==> config.mk <==
export PLATFORM = sky130hd
export DESIGN_NAME = vtm_tpg
export DESIGN_NICKNAME = d
export VERILOG_FILES = /design/src/rtl/vtm_tpg.sv
export SDC_FILE = /design/constraint.sdc
export NUM_CORES = 1
export LEC_CHECK = 0
export ABC_CLOCK_PERIOD_IN_PS = 3400
export BUFFER_PORTS_ARGS = -buffer_cell sky130_fd_sc_hd__buf_2
export CAP_MARGIN = 40
export CORE_UTILIZATION = 59
export CTS_CLUSTER_SIZE = 8
export DETAILED_ROUTE_END_ITERATION = 7
export PLACE_DENSITY_LB_ADDON = 0.2
export SETUP_SLACK_MARGIN = 0.05
export SLEW_MARGIN = 20
export SYNTH_ARGS = -nofsm -noshare
export SYNTH_HDL_FRONTEND = slang
export SYNTH_SLANG_ARGS = --single-unit
==> constraint.sdc <==
create_clock -name pclk -period 3.4 [get_ports pclk]
set_input_delay 0.17 -clock pclk [delete_from_list [all_inputs] [get_ports pclk]]
set_output_delay 0.17 -clock pclk [all_outputs]
set_load 0.05 [all_outputs]
==> src/rtl/vtm_tpg.sv <==
// Test-pattern generator behind the video timing generator: 2-cycle timing pipe,
// pattern data mux and sticky geometry checks. Optional cursor overlay: `TPG_CURSOR_EN.
module vtm_tpg #(
    parameter int DWID     = 10,
    parameter int HWIN     = 640,
    parameter int VWIN     = 480,
    parameter int NBAR     = 8,
    parameter int CHK_LOG2 = 4,
    localparam int CW      = $clog2((HWIN > VWIN) ? HWIN : VWIN) + 1
) (
    input  logic            pclk,
    input  logic            prst,
    input  logic            i_tpg_en,
    input  logic [2:0]      i_tpg_mode,
    input  logic [DWID-1:0] i_tpg_solid,
    input  logic            i_err_clr,
    input  logic            i_fstr,
    input  logic            i_fend,
    input  logic            i_vstr,
    input  logic            i_vend,
    input  logic            i_vref,
    input  logic            i_hstr,
    input  logic            i_hend,
    input  logic            i_href,
`ifdef TPG_CURSOR_EN
    input  logic [CW-1:0]   i_cur_x,
    input  logic [CW-1:0]   i_cur_y,
`endif
    output logic            o_fstr,
    output logic            o_fend,
    output logic            o_vstr,
    output logic            o_vend,
    output logic            o_vref,
    output logic            o_hstr,
    output logic            o_hend,
    output logic            o_href,
    output logic [DWID-1:0] o_data,
    output logic            o_lerr,
    output logic            o_ferr
);

    localparam int NBW = (NBAR > 1) ? $clog2(NBAR) : 1;
    localparam int BPX = HWIN / NBAR;
    localparam int BCW = (BPX > 1) ? $clog2(BPX) : 1;
    localparam int BSH = DWID - NBW;

    localparam logic [BCW-1:0] BAR_LAST = BCW'(BPX - 1);
    localparam logic [BCW-1:0] BAR_ONE  = BCW'(1'b1);
    localparam logic [NBW-1:0] IDX_ONE  = NBW'(1'b1);
    localparam logic [CW-1:0]  CNT_ONE  = CW'(1'b1);
    localparam logic [CW-1:0]  CNT_MAX  = {CW{1'b1}};
    localparam logic [CW:0]    CHK_ONE  = (CW+1)'(1'b1);
    localparam logic [CW:0]    HWIN_X   = (CW+1)'(HWIN);
    localparam logic [CW:0]    VWIN_X   = (CW+1)'(VWIN);

    logic [7:0]      tim1_r;
    logic [7:0]      tim2_r;
    logic            en_r;
    logic [2:0]      mode_r;
    logic [DWID-1:0] solid_r;
    logic [CW-1:0]   x_cnt_r;
    logic [CW-1:0]   y_cnt_r;
    logic [BCW-1:0]  bar_cnt_r;
    logic [NBW-1:0]  bar_idx_r;
    logic [7:0]      fm_cnt_r;
    logic [CW-1:0]   x1_r;
    logic [CW-1:0]   y1_r;
    logic [NBW-1:0]  bar1_r;
    logic [7:0]      fm1_r;
    logic [DWID-1:0] pix_s;
    logic [DWID-1:0] data_s;
    logic            cur_hit_s;
    logic            line_bad_s;
    logic            frame_bad_s;

    assign {o_fstr, o_fend, o_vstr, o_vend, o_vref, o_hstr, o_hend, o_href} = tim2_r;

    // Two-flop timing pipe
    always_ff @(posedge pclk) begin
        if (prst) begin
            tim1_r <= 8'h00;
            tim2_r <= 8'h00;
        end else begin
            tim1_r <= {i_fstr, i_fend, i_vstr, i_vend, i_vref, i_hstr, i_hend, i_href};
            tim2_r <= tim1_r;
        end
    end

`ifdef TPG_CURSOR_EN
    logic [CW-1:0] cur_x_r;
    logic [CW-1:0] cur_y_r;

    // Cursor position shadows, frame-stable like the pattern settings
    always_ff @(posedge pclk) begin
        if (prst) begin
            cur_x_r <= {CW{1'b0}};
            cur_y_r <= {CW{1'b0}};
        end else if (i_fstr) begin
            cur_x_r <= i_cur_x;
            cur_y_r <= i_cur_y;
        end
    end

    assign cur_hit_s = (x1_r == cur_x_r) || (y1_r == cur_y_r);
`else
    assign cur_hit_s = 1'b0;
`endif

    // Pattern shadows loaded at frame start
    always_ff @(posedge pclk) begin
        if (prst) begin
            en_r    <= 1'b0;
            mode_r  <= 3'd0;
            solid_r <= {DWID{1'b0}};
        end else if (i_fstr) begin
            en_r    <= i_tpg_en;
            mode_r  <= i_tpg_mode;
            solid_r <= i_tpg_solid;
        end
    end

    // Stage 1: pixel/line/bar/frame counters and per-pixel coordinate capture
    always_ff @(posedge pclk) begin
        if (prst) begin
            x_cnt_r   <= {CW{1'b0}};
            y_cnt_r   <= {CW{1'b0}};
            bar_cnt_r <= {BCW{1'b0}};
            bar_idx_r <= {NBW{1'b0}};
            fm_cnt_r  <= 8'd0;
            x1_r      <= {CW{1'b0}};
            y1_r      <= {CW{1'b0}};
            bar1_r    <= {NBW{1'b0}};
            fm1_r     <= 8'd0;
        end else begin
            if (i_hend) begin
                x_cnt_r   <= {CW{1'b0}};
                bar_cnt_r <= {BCW{1'b0}};
                bar_idx_r <= {NBW{1'b0}};
            end else if (i_href) begin
                if (x_cnt_r != CNT_MAX) begin
                    x_cnt_r <= x_cnt_r + CNT_ONE;
                end
                // Bar index advances on an in-bar counter instead of dividing x
                if (bar_cnt_r == BAR_LAST) begin
                    bar_cnt_r <= {BCW{1'b0}};
                    bar_idx_r <= bar_idx_r + IDX_ONE;
                end else begin
                    bar_cnt_r <= bar_cnt_r + BAR_ONE;
                end
            end
            if (i_vstr) begin
                y_cnt_r <= {CW{1'b0}};
            end else if (i_hend && i_vref && (y_cnt_r != CNT_MAX)) begin
                y_cnt_r <= y_cnt_r + CNT_ONE;
            end
            if (i_fend) begin
                fm_cnt_r <= fm_cnt_r + 8'd1;
            end
            x1_r   <= x_cnt_r;
            y1_r   <= i_vstr ? {CW{1'b0}} : y_cnt_r;
            bar1_r <= bar_idx_r;
            fm1_r  <= fm_cnt_r;
        end
    end

    // Pattern select and blanking/enable gating
    always_comb begin
        pix_s = {DWID{1'b0}};
        case (mode_r)
            3'd0:    pix_s = solid_r;
            3'd1:    pix_s = DWID'(bar1_r) << BSH;
            3'd2:    pix_s = DWID'(x1_r);
            3'd3:    pix_s = DWID'(y1_r);
            3'd4:    pix_s = {DWID{x1_r[CHK_LOG2] ^ y1_r[CHK_LOG2]}};
            3'd5:    pix_s = DWID'(x1_r) + DWID'(y1_r) + DWID'(fm1_r);
            default: pix_s = {DWID{1'b0}};
        endcase
        if (!en_r || !tim1_r[0]) begin
            data_s = {DWID{1'b0}};
        end else if (cur_hit_s) begin
            data_s = {DWID{1'b1}};
        end else begin
            data_s = pix_s;
        end
    end

    // Stage 2: registered pixel
    always_ff @(posedge pclk) begin
        if (prst) begin
            o_data <= {DWID{1'b0}};
        end else begin
            o_data <= data_s;
        end
    end

    // Geometry checks; counts are extended by one bit so the +1 cannot wrap
    always_comb begin
        line_bad_s  = (({1'b0, x_cnt_r} + CHK_ONE) != HWIN_X);
        frame_bad_s = (({1'b0, y_cnt_r} + CHK_ONE) != VWIN_X);
    end

    // Sticky error flags; a new error takes priority over a clear
    always_ff @(posedge pclk) begin
        if (prst) begin
            o_lerr <= 1'b0;
            o_ferr <= 1'b0;
        end else begin
            if (i_hend && line_bad_s) begin
                o_lerr <= 1'b1;
            end else if (i_err_clr) begin
                o_lerr <= 1'b0;
            end
            if (i_vend && frame_bad_s) begin
                o_ferr <= 1'b1;
            end else if (i_err_clr) begin
                o_ferr <= 1'b0;
            end
        end
    end

endmodule
Word level (Yosys, flattened, before mapping)

Index checks and enable logic that the tools add are counted.
W data, S select, Z words.

Logic and storage cells: 57
Input port bits: 25
Register bits after elaboration: 113
Output and inout port bits: 20

Mux-type cells: 5
Equal/unequal tests: 10
Reductions and logical operators: 15
Bitwise gates (word level): 1
$add $sub $neg: 9

Operator list:

| kind                    | count |
|---|---|
| $pmux W10 S6            | 1 |
| $add A11 B1 Y12 const B | 2 |
| $add A11 B1 Y11 const B | 2 |
| $ne A11 B11 Y1 const B  | 2 |
| $ne A12 B10 Y1 const B  | 1 |
| $ne A12 B9 Y1 const B   | 1 |
| $add A10 B10 Y10        | 1 |
| $add A10 B8 Y10         | 1 |
| $add A8 B1 Y8 const B   | 1 |
| $add A7 B1 Y7 const B   | 1 |
| $eq A7 B7 Y1 const B    | 1 |
| $mux W7                 | 1 |
| $eq A3 B2 Y1 const B    | 2 |
| $eq A3 B3 Y1 const B    | 2 |
| $reduce_or A2 Y1        | 3 |
| $logic_and A1 B1 Y1     | 4 |
| $reduce_and A2 Y1       | 2 |
| $reduce_bool A2 Y1      | 2 |
| $add A3 B1 Y3 const B   | 1 |
| $eq A3 B1 Y1 const B    | 1 |
| $logic_not A3 Y1        | 1 |
| $mux W1                 | 3 |
| $logic_not A1 Y1        | 2 |
| $logic_or A1 B1 Y1      | 1 |
| $xor A1 B1 Y1           | 1 |

Longest topological paths before layout

Gate-level depths: netlist (run 1).

Depth in word-level cells: 4
Gate-level depth with buffers: 9
Depth with buffers taken out: 9

Least setup slack after synthesis (run 1)

No wires, ideal clock.

Path type: register to register
From: reg x1_r[1]
To: reg o_data[7]
Clock period less this slack: 2524 ps
Data arrival time: 2445 ps
Setup slack: 876 ps
Path buffers: 0
Setup time: 79 ps
Required time: 3321 ps
Stages on the path, launching flop included: 10
Path through: dfxtp_1 > inv_1 > fa_1 > inv_1 > ha_1 > fa_1 > a211oi_1 > o21bai_1 > a2111o_1 > o211ai_1

Longest elaborated chain between the ends: 3

Ends and longest elaborated chain:

| item                     | RTL line | text |
|---|---|---|
| start: declaration       | 66       | `logic [CW-1:0] x1_r;` |
| start signal: assignment | 130      | `x1_r <= {CW{1'b0}};` |
| start signal: assignment | 159      | `x1_r <= x_cnt_r;` |
| $add A10 B10 Y10         | 175      | `3'd5: pix_s = DWID'(x1_r) + DWID'(y1_r) + DWID'(fm1_r);` |
| $add A10 B8 Y10          | 175      |  |
| $pmux W10 S6             | 169      | `case (mode_r)` |
| end signal: assignment   | 190      | `o_data <= {DWID{1'b0}};` |
| end signal: assignment   | 192      | `o_data <= data_s;` |
| end: declaration         | 37       | `output logic [DWID-1:0] o_data,` |

Every way passes these cells.
A chain may end at the register's enable or synchronous reset.

Worst setup path in the final report (run 1)

From: reg x1_r[1]
To: reg o_data[5]

The elaborated chain is that of the path after synthesis.

==> impl_metrics.toml, run 1 <==
[status]
status = "finished clean"

[logic_synthesis]
syn_nets = 593
synth-seq-cells = 113
ys_warn_count = 0
seq_area_frac_synth_pct = 43.48
synthArstFlopShare_pct = 0
yosysUniqueCellTypes = 65
synthCells = 544
avgSynthCellArea_um2 = 9.563
yosys_most_used_dff = "dfxtp_1"
syn_area_um2 = 5202
synth_edf_count = 0

[global_routing]
track_usage_pct = 27.75
grt_pass1_wl_um = 19160
grt_max_degree = 51
overflow = 0
grt_pass1_vias = 3967
antenna_found_initial = 0

[clocking]
clock-sinks = 113
cts_buffers = 17
postCtsResizedCells = 0
ctsHoldBuffers = 20
clkLatencyLatePin_ns = 0.52
clk_path_buf_depth = 2
cts-root-buf = "clkbuf_8"
clk_pin_slew_ns = 0.06
htreeDepth = 4
cts_setup_buffers = 0
cts_tree = "built"

[power]
p_switching_mw = 0.7167
switching_share_pct = 21.66
power.density_nw_per_um2 = 529.2
combPwrFrac_pct = 5.2
leakagePower_nw = 2.593
seq_power_share_pct = 41.5
peakVddDrop_mv = 0.3969
p_int_mw = 2.592
pwr-share-clk_pct = 53.3
p_total_mw = 3.309

[timing]
finClkSkew_ns = 0.007349
drv_slew = 0
setup-tns-final_ns = 0
tightest_slew_ns = 0.5681
setup_viol = 0
fmax_mhz = 361.6
hold_violations = 0
max_slew_margin_pct = 61.99
min_period_over_period_pct = 81.35
period_needed_ns = 2.766
rsz0062_at_grt = "false"

[setup_path]
crit_type = "register to register"
crit_path_top_delay_cell = "fa_1"
cp_max_fo = 3
crit_path_end_kind = "register"
cp.required_ns = 3.84
cp.arrival_ns = 3.20
startpoint_type = "register"
crit_chain = "inv_1, fa_1, inv_1, ha_1, fa_1, a211oi_1, nor2_1, or3_1, a21oi_1"
cp_slowest_stage_delay_ns = 0.53

[die]
ios = 45
fp.dieH_um = 95.91
dieArea_um2 = 9198
fp.dieW_um = 95.91
core_um2 = 8382
initial_core_util_pct = 62.07
row_count = 33

[route]
wirelength_um = 11860
drtPass1Iterations = 5
ant_nets = 0
drt-vias-per-instance = 5.908
drt_iter0_markers = 160
wl_per_cell_um = 16.47
remaining_drc_errors = 0
vias = 4254

[cells_and_area]
layout_common_cells = "113 x dfxtp_1, 59 x nor2_1, 44 x buf_2, 38 x nor2b_1, 32 x mux2i_1"
drive_gt1_share_pct = 15.28
fin_cells = 720
syn_to_final_growth_pct = 20.18
multi_input_area_um2 = 2748
nets = 652
ff_latch_area_um2 = 2262
nFillCells = 609
antennaDiodeCount = 0
final_common_cell = "dfxtp_1"

[place]
gp_congestion = 0.9285
dpl.cell_count = 669
dp_hpwl_um = 7768
port_buffers = 44

[hold_path]
hp-class = "primary input to register"

[flow_run]
max_cap_violations = 0
-- state kept, by name, summed over array words and instances (netlist names), 7 cells and up --
name       cells
y1_r          10
tim2_r         8
o_data        10
bar_cnt_r      7
fm_cnt_r       8
tim1_r         8
x_cnt_r       11
y_cnt_r       11
fm1_r          8
x1_r          10
solid_r       10
-- path summary, 6_finish.rpt --
path	from	endpoint	slack, ns	cells after the start
setup / recovery	x1_r[1]$_SDFF_PP0_	o_data[5]$_SDFF_PP0_	0.63	9
hold / removal	prst	tim1_r[4]$_SDFF_PP0_	0.01	2
setup reg to reg	x1_r[1]$_SDFF_PP0_	o_data[5]$_SDFF_PP0_	0.63	9
hold reg to reg	tim1_r[2]$_SDFF_PP0_	tim2_r[2]$_SDFF_PP0_	0.44	1
-- Yosys cell counts, drive strengths merged (12+ instances only) --
cell type,instances,area share [%]
nor2,59,4.3
inv,14,1.0
nor3,12,1.3
ha,15,3.6
o21ai,18,1.7
clkbuf,17,1.2
nand2,23,1.7
nand4,12,1.7
a21oi,24,2.3
nand3,13,1.3
nor2b,38,4.6
dfxtp,113,43
mux2i,32,6.2
xor2,12,2.0
buf,12,1.5
-- cell type report --
type	count	share of cell area, %
well taps	105	2.101
flip-flops and latches	113	36.18
inverters	14	0.8405
clock buffers	21	7.344
clock inverters	10	2.141
repair buffers	69	7.444
multi-input cells	388	43.95
-- critical path, delay by kind of cell (launching register included) --
family	cells	cell delay, ns
adder cells (fa/ha/maj)	3	1.22
AO/OA/AOI/OAI	2	0.53
AND/OR/NAND/NOR	2	0.52
flip-flops	1	0.33
buffers and inverters	2	0.10
-- per-stage QoR --
step	hold WS [ns]	setup WS (ns)	instance area, um2	utilization (%)
floorplan	0.2982	0.8759	5202	-
global placement	0.3794	0.7346	5444	64.95
detailed placement	0.3914	0.6787	5459	65.13
CTS	0.001406	0.6660	6252	74.59
global route	0.01738	0.4948	6252	74.59
finish	0.01482	0.6342	6252	74.59
-- power groups by stage --
stage	clock network, mW	logic, mW	registers [mW]
final	1.76	0.172	1.37
after global routing	1.84	0.187	1.38
after CTS	1.78	0.171	1.37
after detailed placement	0	0.153	1.40
after global placement	0	0.144	1.40
after floorplan	0	0.0963	1.41
-- per-layer routing --
metal | global-route usage [%] | vias to the layer above | part of all wire, %
met5 | 0 | - | 0
met4 | 10.07 | 0 | 1.8
met3 | 7.662 | 20 | 5.0
met2 | 46.67 | 137 | 49
met1 | 33.98 | 2034 | 44
li1 | - | 2063 | -
-- cell families (layout without fill, tap and decap cells) --
family	count (synthesis)	after routing	share of synthesized area (%)
adders and majority gates	24	24	7.071
AOI/OAI and AO/OA	98	98	13.42
muxes	33	33	6.445
DFF	113	113	43.48
buffers and inverters	43	114	3.704
xor gates and xnor gates	18	18	3.319
and+or+nand+nor	215	215	22.56
Power figures use the tool's default switching activity.
==> run 2, diff against run 1 <==
Settings changed: ABC_CLOCK_PERIOD_IN_PS 3400 to 2450, CORE_UTILIZATION 59 to 54.
Clock period 3.4 ns to 2.45 ns, I/O delays scaled along.
==> impl_metrics.toml, run 2 (synthesis results as in run 1) <==
[status]
status = "finished clean"

[clocking]
cts_buffers = 17
htreeDepth = 4
clkLatencyLatePin_ns = 0.52
cts_tree = "built"
clock-sinks = 113
clk_path_buf_depth = 2
cts-root-buf = "clkbuf_8"
clk_pin_slew_ns = 0.06

[route]
top_layer = "met4"
wl_met2_um = 5847
wirelength_um = 11970
drt-vias-per-instance = 5.609
remaining_drc_errors = 0
vias = 4218
drt_iter0_markers = 156
drtPass1Iterations = 6
ant_nets = 0
wl_per_cell_um = 15.92
wl_met1_um = 5392
routed-wl-met3_um = 495

[setup_path]
regToRegStartpoint = "fm1_r[1]$_SDFF_PP0_"
reg2reg_slack_ns = 0.03
cp_max_fo = 3
cp.required_ns = 2.88
crit_path_end_kind = "register"
worst-path-buf-inv = 2
critical_path.top_delay_family = "adder cells"
crit_type = "register to register"
crit_chain = "inv_2, fa_1, inv_1, ha_2, fa_2, a211oi_4, nor2_1, or3_1, a21oi_1"
startpoint_type = "register"
cp.arrival_ns = 2.85
r2r_cells = 9
crit_path_top_delay_cell = "fa_1"
cp_slowest_stage_delay_ns = 0.54
r2r-end = "o_data[5]$_SDFF_PP0_"

[die]
dieArea_um2 = 10030
fp.dieH_um = 100.2
row_count = 35
initial_core_util_pct = 56.04
ios = 45
core_um2 = 9284
fp.dieW_um = 100.2

[timing]
max_slew_margin_pct = 56.45
drv_slew = 0
tightest_slew_ns = 0.6509
finClkSkew_ns = 0.009363
fin_ws_ns = 0.03086
setup-tns-final_ns = 0
setup_viol = 0
period_needed_ns = 2.419
hold_ws_ns = 0.04249
hold_violations = 0
fmax_mhz = 413.4
min_period_over_period_pct = 98.74
rsz0062_at_grt = "true"

[global_routing]
grt_pass1_wl_um = 19750
grt_max_degree = 65
grt_pass1_vias = 4156
track_usage_pct = 25.25
antenna_found_initial = 0
overflow = 0

[power]
pwr-share-clk_pct = 54.5
power.density_nw_per_um2 = 738.2
peakVddDrop_mv = 0.5032
p_switching_mw = 1.040
seq_power_share_pct = 40.4
switching_share_pct = 22.02
leakagePower_nw = 2.635
combPwrFrac_pct = 5.1
p_int_mw = 3.685

[cells_and_area]
drive_gt1_share_pct = 17.98
postLayoutCoreUtil_pct = 68.95
final_common_cell = "dfxtp_1"
stdcell_area_um2 = 6401
nFillCells = 740
top_regs = "x_cnt_r (11), y_cnt_r (11)"
nets = 659
layout_common_cells = "110 x dfxtp_1, 59 x nor2_1, 44 x buf_2, 38 x nor2b_1, 32 x mux2i_1"
syn_to_final_growth_pct = 23.04
antennaDiodeCount = 0

[hold_path]
hp-class = "primary input to register"
hold_depth = 3
hold_path_end = "y_cnt_r[9]$_SDFFE_PP0P_"
hold_start = "prst"

[place]
placed_area_um2 = 5534
place_ws_ns = -0.02875
dp_hpwl_um = 8028
port_buffers = 44
gp_congestion = 0.8360

[flow_run]
max_cap_violations = 0
[run 2: layer usage]
metal | track usage (%) | up-vias
li1 | - | 2081
met1 | 32.42 | 2006
met2 | 41.99 | 109
met3 | 4.875 | 22
met4 | 9.922 | 0
met5 | 0 | -
[run 2: tightest hold or removal path, cell delays in order]
cell and delay (ns):
buf_2 0.09, or2_2 0.24, a21oi_1 0.06
[run 2: final cells by class]
type,instances,area [um2],share of cell area [%]
well taps,129,161.4,2.522
clock inverters,13,183.9,2.873
inverters,14,52.55,0.8210
clock buffers,19,441.7,6.900
multi-input cells,388,2783,43.47
repair buffers,76,513.0,8.014
flip-flops and latches,113,2266,35.40
[run 2: worst max path at each step]
stage,start,endpoint,slack [ns],cells after the start
floorplan,x1_r[1]$_SDFF_PP0_,o_data[7]$_SDFF_PP0_,0.09,9
global placement,x1_r[1]$_SDFF_PP0_,o_data[7]$_SDFF_PP0_,0.02,9
detailed placement,x1_r[1]$_SDFF_PP0_,o_data[7]$_SDFF_PP0_,-0.03,9
CTS,fm1_r[1]$_SDFF_PP0_,o_data[5]$_SDFF_PP0_,-0.04,9
global route,fm1_r[1]$_SDFF_PP0_,o_data[5]$_SDFF_PP0_,-0.02,9
finish,fm1_r[1]$_SDFF_PP0_,o_data[5]$_SDFF_PP0_,0.03,9
[run 2: timing repair]
action | 4_1_cts | 5_1_grt
resized for setup | 7 | 2
buffers inserted | 0 | 0
hold buffers | 21 | 0
cloned | 0 | 0
hold endpoints to repair | 22 | 0
pin swaps | 6 | 9
endpoints found under the setup margin | 5 | 5
[run 2: power by group through the flow]
stage | registers [mW] | logic [mW] | clock network (mW)
finish | 1.91 | 0.240 | 2.58
global route | 1.91 | 0.263 | 2.69
CTS | 1.91 | 0.240 | 2.61
detailed placement | 1.95 | 0.212 | 0
global placement | 1.94 | 0.206 | 0
floorplan | 1.96 | 0.134 | 0
[run 2: stage by stage]
step | total power [mW] | instances
after floorplan | 2.094 | 544
after global placement | 2.150 | 699
after detailed placement | 2.157 | 699
after CTS | 4.753 | 752
after global routing | 4.862 | 752
final | 4.725 | 752
==> run 3, diff against run 2 <==
Settings changed: RECOVER_POWER from default to 25.
==> impl_metrics.toml, run 3 (synthesis results as in run 1) <==
[cells_and_area]
antennaDiodeCount = 0
syn_to_final_growth_pct = 22.94
postLayoutCoreUtil_pct = 68.89
final_common_cell = "dfxtp_1"
nets = 659
drive_gt1_share_pct = 17.66
nFillCells = 741
stdcell_area_um2 = 6396
top_regs = "x_cnt_r (11), y_cnt_r (11)"
layout_common_cells = "110 x dfxtp_1, 59 x nor2_1, 42 x buf_2, 38 x nor2b_1, 32 x mux2i_1"

[setup_path]
startpoint_type = "register"
cp.required_ns = 2.88
cp_slowest_stage_delay_ns = 0.54
cp_max_fo = 3
cp.arrival_ns = 2.86
critical_path.top_delay_family = "adder cells"
crit_path_end_kind = "register"
crit_type = "register to register"
crit_path_top_delay_cell = "fa_1"
startpoint = "fm1_r[1]$_SDFF_PP0_"
crit_chain = "inv_2, fa_1, inv_1, ha_2, fa_2, a211oi_4, nor2_1, or3_1, a21oi_1"
worst-path-buf-inv = 2
regToRegStartpoint = "fm1_r[1]$_SDFF_PP0_"

[timing]
hold_violations = 0
period_needed_ns = 2.423
rsz0062_at_grt = "true"
setup_viol = 0
max_slew_margin_pct = 17.12
setup-tns-final_ns = 0
min_period_over_period_pct = 98.92
fmax_mhz = 412.6
tightest_slew_ns = 1.243
finClkSkew_ns = 0.009287
hold_ws_ns = 0.05892
drv_slew = 0

[route]
wl_per_cell_um = 15.93
ant_nets = 0
drtPass1Iterations = 5
drt_iter0_markers = 158
vias = 4215
wirelength_um = 11980
drt-vias-per-instance = 5.605
remaining_drc_errors = 0

[global_routing]
overflow = 0
antenna_found_initial = 0
track_usage_pct = 25.25
grt_pass1_wl_um = 19750
grt_pass1_vias = 4156
grt_max_degree = 65

[place]
gp_congestion = 0.8360
dp_hpwl_um = 8028
placed_area_um2 = 5534
port_buffers = 44

[clocking]
clk_pin_slew_ns = 0.06
cts-root-buf = "clkbuf_8"
cts_buffers = 17
clkLatencyLatePin_ns = 0.52
clk_path_buf_depth = 2
cts_tree = "built"
htreeDepth = 4
clock-sinks = 113

[power]
p_total_mw = 4.728
peakVddDrop_mv = 0.5041
leakagePower_nw = 2.629
power.density_nw_per_um2 = 739.1

[die]
core_um2 = 9284
fp.dieW_um = 100.2
initial_core_util_pct = 56.04
fp.dieH_um = 100.2
ios = 45
row_count = 35
dieArea_um2 = 10030

[hold_path]
hold_start = "i_err_clr"
hp-class = "primary input to register"

[status]
status = "finished clean"

[flow_run]
max_cap_violations = 0
-- run 3: tightest hold or removal path, stage by stage --
cell and delay (ns):
buf_2 0.11, inv_1 0.07, a21oi_1 0.06, o21ai_0 0.07
o31a_1 0.11
-- run 3: layout make-up --
class                      count  area, um2  share of cell area [%]
sequential                   113       2266                   35.43
clock inverter                13      183.9                   2.876
timing repair buffer          76      508.0                   7.942
inverter                      14      52.55                  0.8216
tap                          129      161.4                   2.523
multi-input combinational    388       2783                   43.51
clock buffer                  19      441.7                   6.905
-- run 3: where the power goes --
group          switching [mW]  internal [mW]  total (mW)
registers              0.0308           1.88        1.91
clock network           0.876           1.70        2.58
logic                   0.137          0.103       0.240
total                    1.04           3.68        4.73
-- run 3: final timing paths --
| check | to | slack [ns] | cells after the start |
|---|---|---|---|
| setup / recovery | o_data[5]$_SDFF_PP0_ | 0.03 | 9 |
| hold / removal | o_lerr$_SDFFE_PP0P_ | 0.06 | 5 |
| setup reg to reg | o_data[5]$_SDFF_PP0_ | 0.03 | 9 |
| hold reg to reg | tim2_r[3]$_SDFF_PP0_ | 0.44 | 1 |
-- run 3: metal layers --
metal  up-vias  part of all wire, %  track usage (%)
li1       2079                    -                -
met1      1999                   45            32.42
met2       115                   49            41.99
met3        22                  4.2            4.875
met4         0                  1.9            9.922
met5         -                    0                0
-- run 3: stage by stage --
step / cells / setup slack (ns)
global route: 752 / -0.01688
floorplan: 544 / 0.08776
global placement: 699 / 0.02415
finish: 752 / 0.02657
detailed placement: 699 / -0.02875
CTS: 752 / -0.03739
-- run 3: what timing repair did --
item / 4_1_cts / 5_1_grt
setup endpoints to repair: 5 / 5
resized for setup: 7 / 2
endpoints found under the hold margin: 22 / 0
hold buffers: 21 / 0
setup buffers: 0 / 0
gates cloned: 0 / 0
pin swaps: 6 / 9
